<file path="config.mk">
export PLATFORM = sky130hd
export DESIGN_NAME = serial_xfer_arb_flat
export DESIGN_NICKNAME = d
export VERILOG_FILES = /design/src/rtl/serial_xfer_pkg.sv /design/src/rtl/serial_xfer_arb_if.sv /design/src/rtl/xfer_shift_core.sv /design/src/rtl/serial_xfer_arb.sv /design/src/flat_wrapper.sv
export SDC_FILE = /design/constraint.sdc
export NUM_CORES = 1
export LEC_CHECK = 0
export ABC_CLOCK_PERIOD_IN_PS = 1550
export CAP_MARGIN = 30
export CORE_UTILIZATION = 47
export CTS_CLUSTER_DIAMETER = 200
export DETAILED_ROUTE_END_ITERATION = 8
export GPL_TIMING_DRIVEN = 0
export PLACE_DENSITY = 0.79
export SYNTH_ARGS = -nofsm -noshare
export SYNTH_HDL_FRONTEND = slang
export SYNTH_SLANG_ARGS = --single-unit
</file>
<file path="constraint.sdc">
create_clock -name clk -period 1.55 [get_ports clk]
set_input_delay 0.3875 -clock clk [delete_from_list [all_inputs] [get_ports clk]]
set_output_delay 0.3875 -clock clk [all_outputs]
set_load 0.1 [all_outputs]
</file>
<file path="src/rtl/serial_xfer_pkg.sv">
// Shared definitions for the two-requester serial transfer arbiter:
// state encoding, shift direction and requester identifiers.
package serial_xfer_pkg;

    localparam logic [1:0] ST_IDLE  = 2'd0;
    localparam logic [1:0] ST_SHIFT = 2'd1;
    localparam logic [1:0] ST_DONE  = 2'd2;

    typedef enum logic [1:0] {
        IDLE  = ST_IDLE,
        SHIFT = ST_SHIFT,
        DONE  = ST_DONE
    } state_t;

    localparam logic DIR_LEFT  = 1'b0;
    localparam logic DIR_RIGHT = 1'b1;

    localparam logic REQ_A = 1'b0;
    localparam logic REQ_B = 1'b1;

    function automatic logic [1:0] onehot_gnt(input logic id);
        return (id == REQ_B) ? 2'b10 : 2'b01;
    endfunction

endpackage

</file>
<file path="src/rtl/serial_xfer_arb_if.sv">
// Client-side bundle of the serial transfer arbiter: requests, parallel words,
// serial link and completion reporting.
interface serial_xfer_arb_if #(
    parameter int N = 4
);
    logic [1:0]   req;
    logic [1:0]   dir;
    logic [N-1:0] tx_a;
    logic [N-1:0] tx_b;
    logic         sin;
    logic [1:0]   gnt;
    logic         busy;
    logic         sout;
    logic         done;
    logic         done_id;
    logic [N-1:0] rx_word;

    modport master (
        output req, dir, tx_a, tx_b, sin,
        input  gnt, busy, sout, done, done_id, rx_word
    );

    modport slave (
        input  req, dir, tx_a, tx_b, sin,
        output gnt, busy, sout, done, done_id, rx_word
    );
endinterface

</file>
<file path="src/rtl/xfer_shift_core.sv">
// N-bit loadable bidirectional shift register; load has priority over shift.
module xfer_shift_core
    import serial_xfer_pkg::*;
#(
    parameter int N = 4
) (
    input  logic         clk,
    input  logic         rst,
    input  logic         load,
    input  logic         shift_en,
    input  logic         dir,
    input  logic         sin,
    input  logic [N-1:0] load_word,
    output logic [N-1:0] q,
    output logic         sout
);
    logic [N-1:0] q_reg;
    logic [N-1:0] q_next;
    logic [N-1:0] shifted;

    // Each bit takes its upper neighbour on a right shift, lower on a left shift.
    genvar gi;
    generate
        for (gi = 0; gi < N; gi++) begin : g_bit
            logic from_hi;
            logic from_lo;
            if (gi == N - 1) begin : g_top
                assign from_hi = sin;
            end else begin : g_mid_hi
                assign from_hi = q_reg[gi+1];
            end
            if (gi == 0) begin : g_bot
                assign from_lo = sin;
            end else begin : g_mid_lo
                assign from_lo = q_reg[gi-1];
            end
            assign shifted[gi] = (dir == DIR_RIGHT) ? from_hi : from_lo;
        end
    endgenerate

    always_comb begin
        q_next = q_reg;
        if (load) begin
            q_next = load_word;
        end else if (shift_en) begin
            q_next = shifted;
        end
    end

    always_ff @(posedge clk or negedge rst) begin
        if (!rst) begin
            q_reg <= '0;
        end else begin
            q_reg <= q_next;
        end
    end

    assign q    = q_reg;
    assign sout = (dir == DIR_RIGHT) ? q_reg[0] : q_reg[N-1];

endmodule

</file>
<file path="src/rtl/serial_xfer_arb.sv">
// Round-robin arbiter and sequencer: grants one requester, shifts its word
// out over N cycles while capturing sin, then reports the received word.
module serial_xfer_arb
    import serial_xfer_pkg::*;
#(
    parameter int N = 4
) (
    input logic            clk,
    input logic            rst,
    serial_xfer_arb_if.slave bus
);
    localparam int CW = $clog2(N + 1);

    state_t       state_reg;
    logic [CW-1:0] cnt_reg;
    logic         ptr_reg;
    logic         owner_reg;
    logic         dir_reg;
    logic [1:0]   gnt_reg;
    logic         busy_reg;
    logic         done_reg;
    logic         done_id_reg;
    logic [N-1:0] rx_reg;

    logic         owner_next;
    logic         grant;
    logic         core_sout;
    logic [N-1:0] q;
    logic [N-1:0] load_word;
    logic [N-1:0] final_word;

    // A lone requester always wins; the pointer only breaks ties.
    always_comb begin
        owner_next = ptr_reg;
        if (bus.req == 2'b01) begin
            owner_next = REQ_A;
        end else if (bus.req == 2'b10) begin
            owner_next = REQ_B;
        end
    end

    assign grant      = (state_reg == IDLE) && (bus.req != 2'b00);
    assign load_word  = (owner_next == REQ_B) ? bus.tx_b : bus.tx_a;
    assign final_word = (dir_reg == DIR_RIGHT) ? {bus.sin, q[N-1:1]} : {q[N-2:0], bus.sin};

    xfer_shift_core #(.N(N)) u_core (
        .clk       (clk),
        .rst       (rst),
        .load      (grant),
        .shift_en  (state_reg == SHIFT),
        .dir       (dir_reg),
        .sin       (bus.sin),
        .load_word (load_word),
        .q         (q),
        .sout      (core_sout)
    );

    always_ff @(posedge clk or negedge rst) begin
        if (!rst) begin
            state_reg   <= IDLE;
            cnt_reg     <= '0;
            ptr_reg     <= REQ_A;
            owner_reg   <= REQ_A;
            dir_reg     <= DIR_LEFT;
            gnt_reg     <= 2'b00;
            busy_reg    <= 1'b0;
            done_reg    <= 1'b0;
            done_id_reg <= 1'b0;
            rx_reg      <= '0;
        end else begin
            case (state_reg)
                IDLE: begin
                    if (grant) begin
                        gnt_reg   <= onehot_gnt(owner_next);
                        owner_reg <= owner_next;
                        dir_reg   <= bus.dir[owner_next];
                        ptr_reg   <= ~owner_next;
                        cnt_reg   <= '0;
                        busy_reg  <= 1'b1;
                        state_reg <= SHIFT;
                    end
                end
                SHIFT: begin
                    cnt_reg <= cnt_reg + 1'b1;
                    if (cnt_reg == CW'(N - 1)) begin
                        rx_reg      <= final_word;
                        done_reg    <= 1'b1;
                        done_id_reg <= owner_reg;
                        state_reg   <= DONE;
                    end
                end
                DONE: begin
                    done_reg  <= 1'b0;
                    gnt_reg   <= 2'b00;
                    busy_reg  <= 1'b0;
                    state_reg <= IDLE;
                end
                default: state_reg <= IDLE;
            endcase
        end
    end

    assign bus.gnt     = gnt_reg;
    assign bus.busy    = busy_reg;
    assign bus.sout    = (state_reg == SHIFT) ? core_sout : 1'b0;
    assign bus.done    = done_reg;
    assign bus.done_id = done_id_reg;
    assign bus.rx_word = rx_reg;

endmodule

</file>
<file path="src/flat_wrapper.sv">
// flat-port wrapper written by rule: the top's interface ports become plain ports
module serial_xfer_arb_flat import serial_xfer_pkg::*;
#(
    parameter int N = 4
)
  (clk, rst, bus_req, bus_dir, bus_tx_a, bus_tx_b, bus_sin, bus_gnt, bus_busy, bus_sout, bus_done, bus_done_id, bus_rx_word);
  serial_xfer_arb_if #(.N(N)) bus_i ();
  input logic clk;
  input logic rst;
  input wire logic [$bits(bus_i.req)-1:0] bus_req;
  input wire logic [$bits(bus_i.dir)-1:0] bus_dir;
  input wire logic [$bits(bus_i.tx_a)-1:0] bus_tx_a;
  input wire logic [$bits(bus_i.tx_b)-1:0] bus_tx_b;
  input wire logic [$bits(bus_i.sin)-1:0] bus_sin;
  output wire logic [$bits(bus_i.gnt)-1:0] bus_gnt;
  output wire logic [$bits(bus_i.busy)-1:0] bus_busy;
  output wire logic [$bits(bus_i.sout)-1:0] bus_sout;
  output wire logic [$bits(bus_i.done)-1:0] bus_done;
  output wire logic [$bits(bus_i.done_id)-1:0] bus_done_id;
  output wire logic [$bits(bus_i.rx_word)-1:0] bus_rx_word;
  assign bus_i.req = bus_req;
  assign bus_i.dir = bus_dir;
  assign bus_i.tx_a = bus_tx_a;
  assign bus_i.tx_b = bus_tx_b;
  assign bus_i.sin = bus_sin;
  assign bus_gnt = bus_i.gnt;
  assign bus_busy = bus_i.busy;
  assign bus_sout = bus_i.sout;
  assign bus_done = bus_i.done;
  assign bus_done_id = bus_i.done_id;
  assign bus_rx_word = bus_i.rx_word;
  serial_xfer_arb #(.N(N)) u_core (.clk(clk), .rst(rst), .bus(bus_i));
endmodule
</file>
# == Word level (Yosys, flattened, before mapping) ==
# Index checks and enable logic that the tools add are counted.
# word_totals
regBits,21
output_inout_bits,10
word_cells,60
# op_classes
add_sub_neg,1
n_lt_le_gt_ge,1
n_eq_ne,7
n_mux,26
n_bitwise,1
reduce_logical,13
# ops
op,count
$mux W4,4
$mux W1,12
$reduce_and A2 Y1,6
$reduce_bool A2 Y1,5
$mux W2,4
$pmux W2 S2,2
$pmux W3 S2,1
$eq A2 B1 Y1 const B,2
$eq A2 B2 Y1 const B,2
$ne A2 B1 Y1 const B,2
$pmux W1 S2,2
$add A3 B1 Y3 const B,1
$eq A3 B2 Y1 const B,1
$mux W3,1
$logic_not A2 Y1,1
$lt A1 B2 Y1 const B,1
$logic_and A1 B1 Y1,1
$not A1 Y1,1

# == Longest topological paths before layout ==
# Gate-level depths: netlist of the first run.
# logic_depth
depth_word,6
depth_mapped,5

# == Cells and area by module ==
# From an unflattened synthesis of the first run, not the netlist that was laid out.
# unflattened
cells_unflattened,102
hier_area_um2,1081.0
# by_module_without_submodules
mod,n_inst,cells_each,area_per_inst_um2
serial_xfer_arb,1,79,837.1
xfer_shift_core,1,23,244.0

# == Least setup slack after synthesis of the first run ==
# No wires, ideal clock.
# synth_timing
kind,reg-to-output
from,register u_core.state_reg[1]
to,output bus_sout
arrival_time_ns,1.892
required_ns,1.162
slack_ns,-0.729
stages_incl_launch_ff,3
path_cell_list,dfrtp_1 > nand2b_1 > nor2_1
# synth_via
elab_chain_len,2
# synth_rtl
element,line,rtl
"start, declared",serial_xfer_arb.sv:14,state_t state_reg;
"start signal, assigned",serial_xfer_arb.sv:60,state_reg <= IDLE;
"start signal, assigned",serial_xfer_arb.sv:80,state_reg <= SHIFT;
"start signal, assigned",serial_xfer_arb.sv:89,state_reg <= DONE;
$eq A2 B1 Y1,serial_xfer_arb.sv:105,assign bus.sout = (state_reg == SHIFT) ? core_sout : 1'b0;
$mux W1,serial_xfer_arb.sv:105,
"end, declared",flat_wrapper.sv:17,output wire logic [$bits(bus_i.sout)-1:0] bus_sout;
# No other way between the ends.

# == Final worst setup path of the first run ==
# layout_timing
from,register u_core.dir_reg
to,output bus_sout
# layout_via
elab_chain_len,2
# layout_rtl
element,line,rtl
"start, declared",serial_xfer_arb.sv:18,logic dir_reg;
"start signal, assigned",serial_xfer_arb.sv:76,dir_reg <= bus.dir[owner_next];
$mux W1,xfer_shift_core.sv:59,assign sout = (dir == DIR_RIGHT) ? q_reg[0] : q_reg[N-1];
$mux W1,serial_xfer_arb.sv:105,
# No other way between the ends.

==> flow_metrics.env, run 1 <==
export IMPL_core_um2=1960
export IMPL_worstPathArrival_ns=1.23
export IMPL_drive_gt1_share_pct=30.6
export IMPL_tightest_slew_ns=0.921
export IMPL_grt_remaining_overflow=0
export IMPL_ys_types=29
export IMPL_ys_seq_area_share_pct=53.4
export IMPL_synth_edf_count=0
export IMPL_n_fill_cell=182
export IMPL_grt_pass1_wl_um=2970
export IMPL_drtIter0Drc=6
export IMPL_cp_slowest_cell="dfrtp_1"
export IMPL_h_tree_depth=1
export IMPL_setup_ws_ns=-0.0695
export IMPL_grt_pass1_vias=711
export IMPL_gp_congestion=0.821
export IMPL_hp_class="flip-flop to flip-flop"
export IMPL_diodes=0
export IMPL_outcome="finished with violations"
export IMPL_die_area_um2=2280
export IMPL_grtUsageTotal_pct=19.3
export IMPL_die_y_um=47.7
export IMPL_nets=139
export IMPL_drc_errors=0
export IMPL_clk_latency_ns=0.29
export IMPL_wl_per_cell_um=13.6
export IMPL_synth_nets=108
export IMPL_grt_max_degree=22
export IMPL_violations="setup timing"
export IMPL_multi_input_comb_area_um2=464
export IMPL_synth_most_common_cell="dfrtp_1"
export IMPL_io_pins=25
export IMPL_timing_final_crit_period_ns=1.62
export IMPL_cts_clk_slew_worst_paths_ns=0.11
export IMPL_via_per_inst=5.31
export IMPL_yosys_most_used_dff="dfrtp_1"
export IMPL_synth_top_cell_by_area="dfrtp_1"
export IMPL_final_util_pct=66.1
export IMPL_synth_seq_cells=21
export IMPL_synth_common_cells="dfrtp_1, nand2_1, a21oi_1"
export IMPL_crit_chain="mux2i_4 > nor2_4 > buf_12"
export IMPL_rsz0062_at_grt="yes"
export IMPL_cts_root_buf="clkbuf_4"
export IMPL_antenna_found_initial=0
export IMPL_hold_buffers=0
export IMPL_setup_viol=1
export IMPL_cp_end_kind="primary output"
export IMPL_timing_fmax_mhz=617
export IMPL_vias=786
export IMPL_clkSinkCount=21
export IMPL_worst_setup_path_start_kind="flip-flop"
export IMPL_drv_cap=0
export IMPL_syn2layout_area_growth_pct=31.8
export IMPL_cp_startpoint="u_core.dir_reg$_DFFE_PN0P_"
export IMPL_hpwl_um=1500
export IMPL_final_area_um2=1300
export IMPL_die_x_um=47.7
export IMPL_hp_start="u_core.bus.rx_word[0]$_DFFE_PN0P_"
export IMPL_cts_inserted_buffers=3
export IMPL_clockBufferDepth=2
export IMPL_cpPeakStageDelay_ns=0.44
export IMPL_synth_cells=91
export IMPL_dr_pass1_iters=4
export IMPL_totalWireLength_um=2010
export IMPL_final_seq_area_um2=528
export IMPL_yosysWarnings=0
export IMPL_maxSlewHeadroom_pct=38.4
export IMPL_period_share_pct=104
export IMPL_yosys_area_top_type_share_pct=53.4
export IMPL_place_area_um2=1260
export IMPL_ys_top_cells_by_area="dfrtp_1, mux2_2, nand2_1"
export IMPL_initial_utilization_pct=50.1
export IMPL_finalMaxSlewViolations=0
export IMPL_hold_viol_final=0
export IMPL_row_count=16
export IMPL_finalClockSkew_ns=0.00275
export IMPL_numPortBuffers=24
export IMPL_cts_tree="done"
export IMPL_syn_area_um2=983
export IMPL_crit_type="flip-flop to primary output"
export IMPL_path_max_fanout=2
export IMPL_cp_required_ns=1.16
export IMPL_r2r_start="u_core.state_reg[1]$_DFFE_PN0P_"
export IMPL_final_antenna_net_count=0
export IMPL_avgSynthCellArea_um2=10.8
export IMPL_synthArstFlopShare_pct=100
-- metal layers --
metal	track usage, %	wire [um]
met5	0	0
met4	6.67	13
met3	2.64	131
met2	33.8	977
met1	24.3	888
-- what timing repair did --
| item | CTS | global route |
|---|---|---|
| setup buffers | 1 | 2 |
| pin swaps | 1 | 1 |
| cloned | 0 | 0 |
| resized for setup | 62 | 3 |
| setup endpoints to repair | 15 | 1 |
-- per-stage QoR --
stage,hold WS (ns),TNS (ns),instances,setup slack [ns]
floorplan,0.0919,0,91,0.00470
global placement,0.462,-6.28,142,-0.784
detailed placement,0.470,-7.17,142,-0.775
CTS,0.490,-0.154,147,-0.154
global route,0.510,-0.110,148,-0.110
finish,0.486,-0.0695,148,-0.0695
-- worst max-delay path: cells and delay by family (launching register included) --
kind | cells | cell delay [ns]
buf+inv | 1 | 0.18
flops | 1 | 0.44
mux | 1 | 0.21
simple gates | 1 | 0.11
-- layout make-up --
type / instances / share of cell area [%]
flip-flops and latches: 21 / 40.7
repair buffers: 27 / 17.4
clock buffers: 4 / 2.03
plain buffers: 1 / 0.869
inverters: 2 / 0.579
well taps: 27 / 2.61
multi-input cells: 66 / 35.8
-- logic make-up after synthesis --
kind of cell    Yosys count  synth area share [%]
buf+inv                   4                  2.42
fa+ha+maj                 2                  2.54
flops                    21                  53.4
mux                       9                  9.80
simple gates             29                  15.0
compound gates           26                  16.8
-- cells in the final DEF (no fill, tap or decap), types with 3 or more instances in the layout --
master	n
mux2i_1	3
a31oi_1	3
nand2_1	11
mux2_2	4
buf_2	9
clkdlybuf4s50_1	12
clkbuf_4	3
dfrtp_1	19
buf_4	3
o21ai_0	6
a21oi_1	8
nor2_1	5
-- worst paths after layout --
path | to | slack, ns | cells past startpoint
max | bus_sout | -0.07 | 3
min | u_core.bus.rx_word[0]$_DFFE_PN0P_ | 0.49 | 2
max reg2reg | u_core.u_core.q[2]$_DFFE_PN0P_ | 0.06 | 6
min reg2reg | u_core.bus.rx_word[0]$_DFFE_PN0P_ | 0.49 | 2
max in group asynchronous | u_core.state_reg[0]$_DFFE_PN0P_ | 0.33 | 1
min in group asynchronous | u_core.bus.rx_word[1]$_DFFE_PN0P_ | 0.60 | 1
Power of run 1 is not shown: default switching activity piles up to over one toggle a cycle in this logic, so the estimate is an artifact.
==> run 2: changes to the inputs <==
ABC_CLOCK_PERIOD_IN_PS = not set   (was 1550)
SETUP_SLACK_MARGIN = 0.05   (was not set)
==> flow_metrics.env, run 2 (synthesis gave the netlist of run 1 again) <==
export IMPL_clk_latency_ns=0.29
export IMPL_hpwl_um=1520
export IMPL_setup_viol=1
export IMPL_cp_end_kind="primary output"
export IMPL_die_area_um2=2280
export IMPL_cts_root_buf="clkbuf_4"
export IMPL_rrSetupSlack_ns=0.10
export IMPL_path_max_fanout=2
export IMPL_dp_cells=142
export IMPL_dr_pass1_iters=3
export IMPL_worstPathArrival_ns=1.26
export IMPL_maxSlewHeadroom_pct=39.8
export IMPL_most_common_layout_cells="dfrtp_1, clkdlybuf4s50_1, nand2_1"
export IMPL_violations="setup timing"
export IMPL_holdWs_ns=0.488
export IMPL_final_antenna_net_count=0
export IMPL_syn2layout_area_growth_pct=34.5
export IMPL_row_count=16
export IMPL_drc_errors=0
export IMPL_cts_tree="done"
export IMPL_crit_family="flip-flops"
export IMPL_crit_buf_inv=2
export IMPL_rsz0062_at_grt="yes"
export IMPL_stdcell_count=149
export IMPL_core_um2=1960
export IMPL_tightest_slew_ns=0.900
export IMPL_drive_gt1_share_pct=30.3
export IMPL_grt_remaining_overflow=0
export IMPL_hold_depth=1
export IMPL_drtIter0Drc=14
export IMPL_setup_ws_ns=-0.100
export IMPL_grt_pass1_wl_um=2990
export IMPL_vias=773
export IMPL_gp_congestion=0.843
export IMPL_final_area_um2=1320
export IMPL_grt_max_degree=22
export IMPL_io_pins=25
export IMPL_worstRegToRegCells=4
export IMPL_period_share_pct=106
export IMPL_crit_type="flip-flop to primary output"
export IMPL_die_x_um=47.7
export IMPL_hold_buffers=0
export IMPL_cp_required_ns=1.16
export IMPL_timing_final_crit_period_ns=1.65
export IMPL_numPortBuffers=24
export IMPL_clkSinkCount=21
export IMPL_final_util_pct=67.4
export IMPL_timing_fmax_mhz=606
export IMPL_hp_class="flip-flop to flip-flop"
export IMPL_clockBufferDepth=2
export IMPL_nets=140
export IMPL_initial_utilization_pct=50.1
export IMPL_outcome="finished with violations"
export IMPL_finalMaxSlewViolations=0
export IMPL_cts_clk_slew_worst_paths_ns=0.11
export IMPL_cp_slowest_cell="dfrtp_1"
export IMPL_crit_chain="buf_6 > mux2i_4 > nor2_4 > buf_12"
export IMPL_hold_viol_final=0
export IMPL_grtUsageTotal_pct=19.2
export IMPL_finalClockSkew_ns=0.00540
export IMPL_whs_endpoint="u_core.owner_reg$_DFFE_PN0P_"
export IMPL_totalWireLength_um=2030
export IMPL_antenna_found_initial=0
export IMPL_place_area_um2=1270
export IMPL_drv_cap=0
export IMPL_cts_inserted_buffers=3
export IMPL_via_per_inst=5.19
export IMPL_r2r_start="u_core.ptr_reg$_DFFE_PN0P_"
export IMPL_h_tree_depth=1
export IMPL_wl_per_cell_um=13.7
export IMPL_diodes=0
export IMPL_worst_setup_path_start_kind="flip-flop"
export IMPL_cpPeakStageDelay_ns=0.39
export IMPL_final_common_cell="dfrtp_1"
export IMPL_reg2reg_to="u_core.dir_reg$_DFFE_PN0P_"
export IMPL_die_y_um=47.7
export IMPL_hp_start="u_core.owner_reg$_DFFE_PN0P_"
export IMPL_grt_pass1_vias=686
[run 2: cell count changes in the layout (fill, tap and decap cells not counted)]
cell / change
nand2b_1: +1
buf_4: +1
buf_2: -7
nand2_2: -1
clkbuf_4: +6
nand2_4: +1
nand2b_4: -1
buf_6: +1
[run 2: worst max-delay path by stage]
stage	endpoint	slack [ns]	cells past startpoint	start
3_3_place_gp	bus_sout	-0.75	3	u_core.state_reg[1]$_DFFE_PN0P_
3_5_place_dp	bus_sout	-0.76	3	u_core.state_reg[1]$_DFFE_PN0P_
6_report	bus_sout	-0.10	4	u_core.dir_reg$_DFFE_PN0P_
5_1_grt	bus_sout	-0.16	4	u_core.dir_reg$_DFFE_PN0P_
2_1_floorplan	bus_sout	0.03	3	u_core.dir_reg$_DFFE_PN0P_
4_1_cts	bus_sout	-0.11	4	u_core.dir_reg$_DFFE_PN0P_
[run 2: area by class of cell]
type	count	area [um2]
fillers	175	639
flip-flops and latches	21	528
multi-input cells	66	462
repair buffers	27	243
well taps	27	33.8
clock buffers	4	26.3
plain buffers	2	22.5
inverters	2	7.51
[run 2: metal layers]
layer	track usage (%)	part of all wire (%)	wire length (um)
met1	24.6	47	954
met5	0	0	0
met4	6.11	0	0
met2	32.4	48	983
met3	4.15	4.7	96
[run 2: timing repair]
| item | in CTS | in global routing |
|---|---|---|
| setup endpoints to repair | 15 | 11 |
| pin swaps | 1 | 0 |
| hold endpoints to repair | 0 | 0 |
| cloned | 0 | 0 |
| setup buffers | 2 | 1 |
| resized for setup | 61 | 7 |
[run 2: per-stage QoR]
stage               setup WS [ns]  TNS, ns
CTS                        -0.110   -0.110
floorplan                  0.0267        0
global route               -0.164   -0.164
finish                     -0.100   -0.100
global placement           -0.752    -6.27
detailed placement         -0.764    -7.28
Power of run 2 is left out for the same reason.
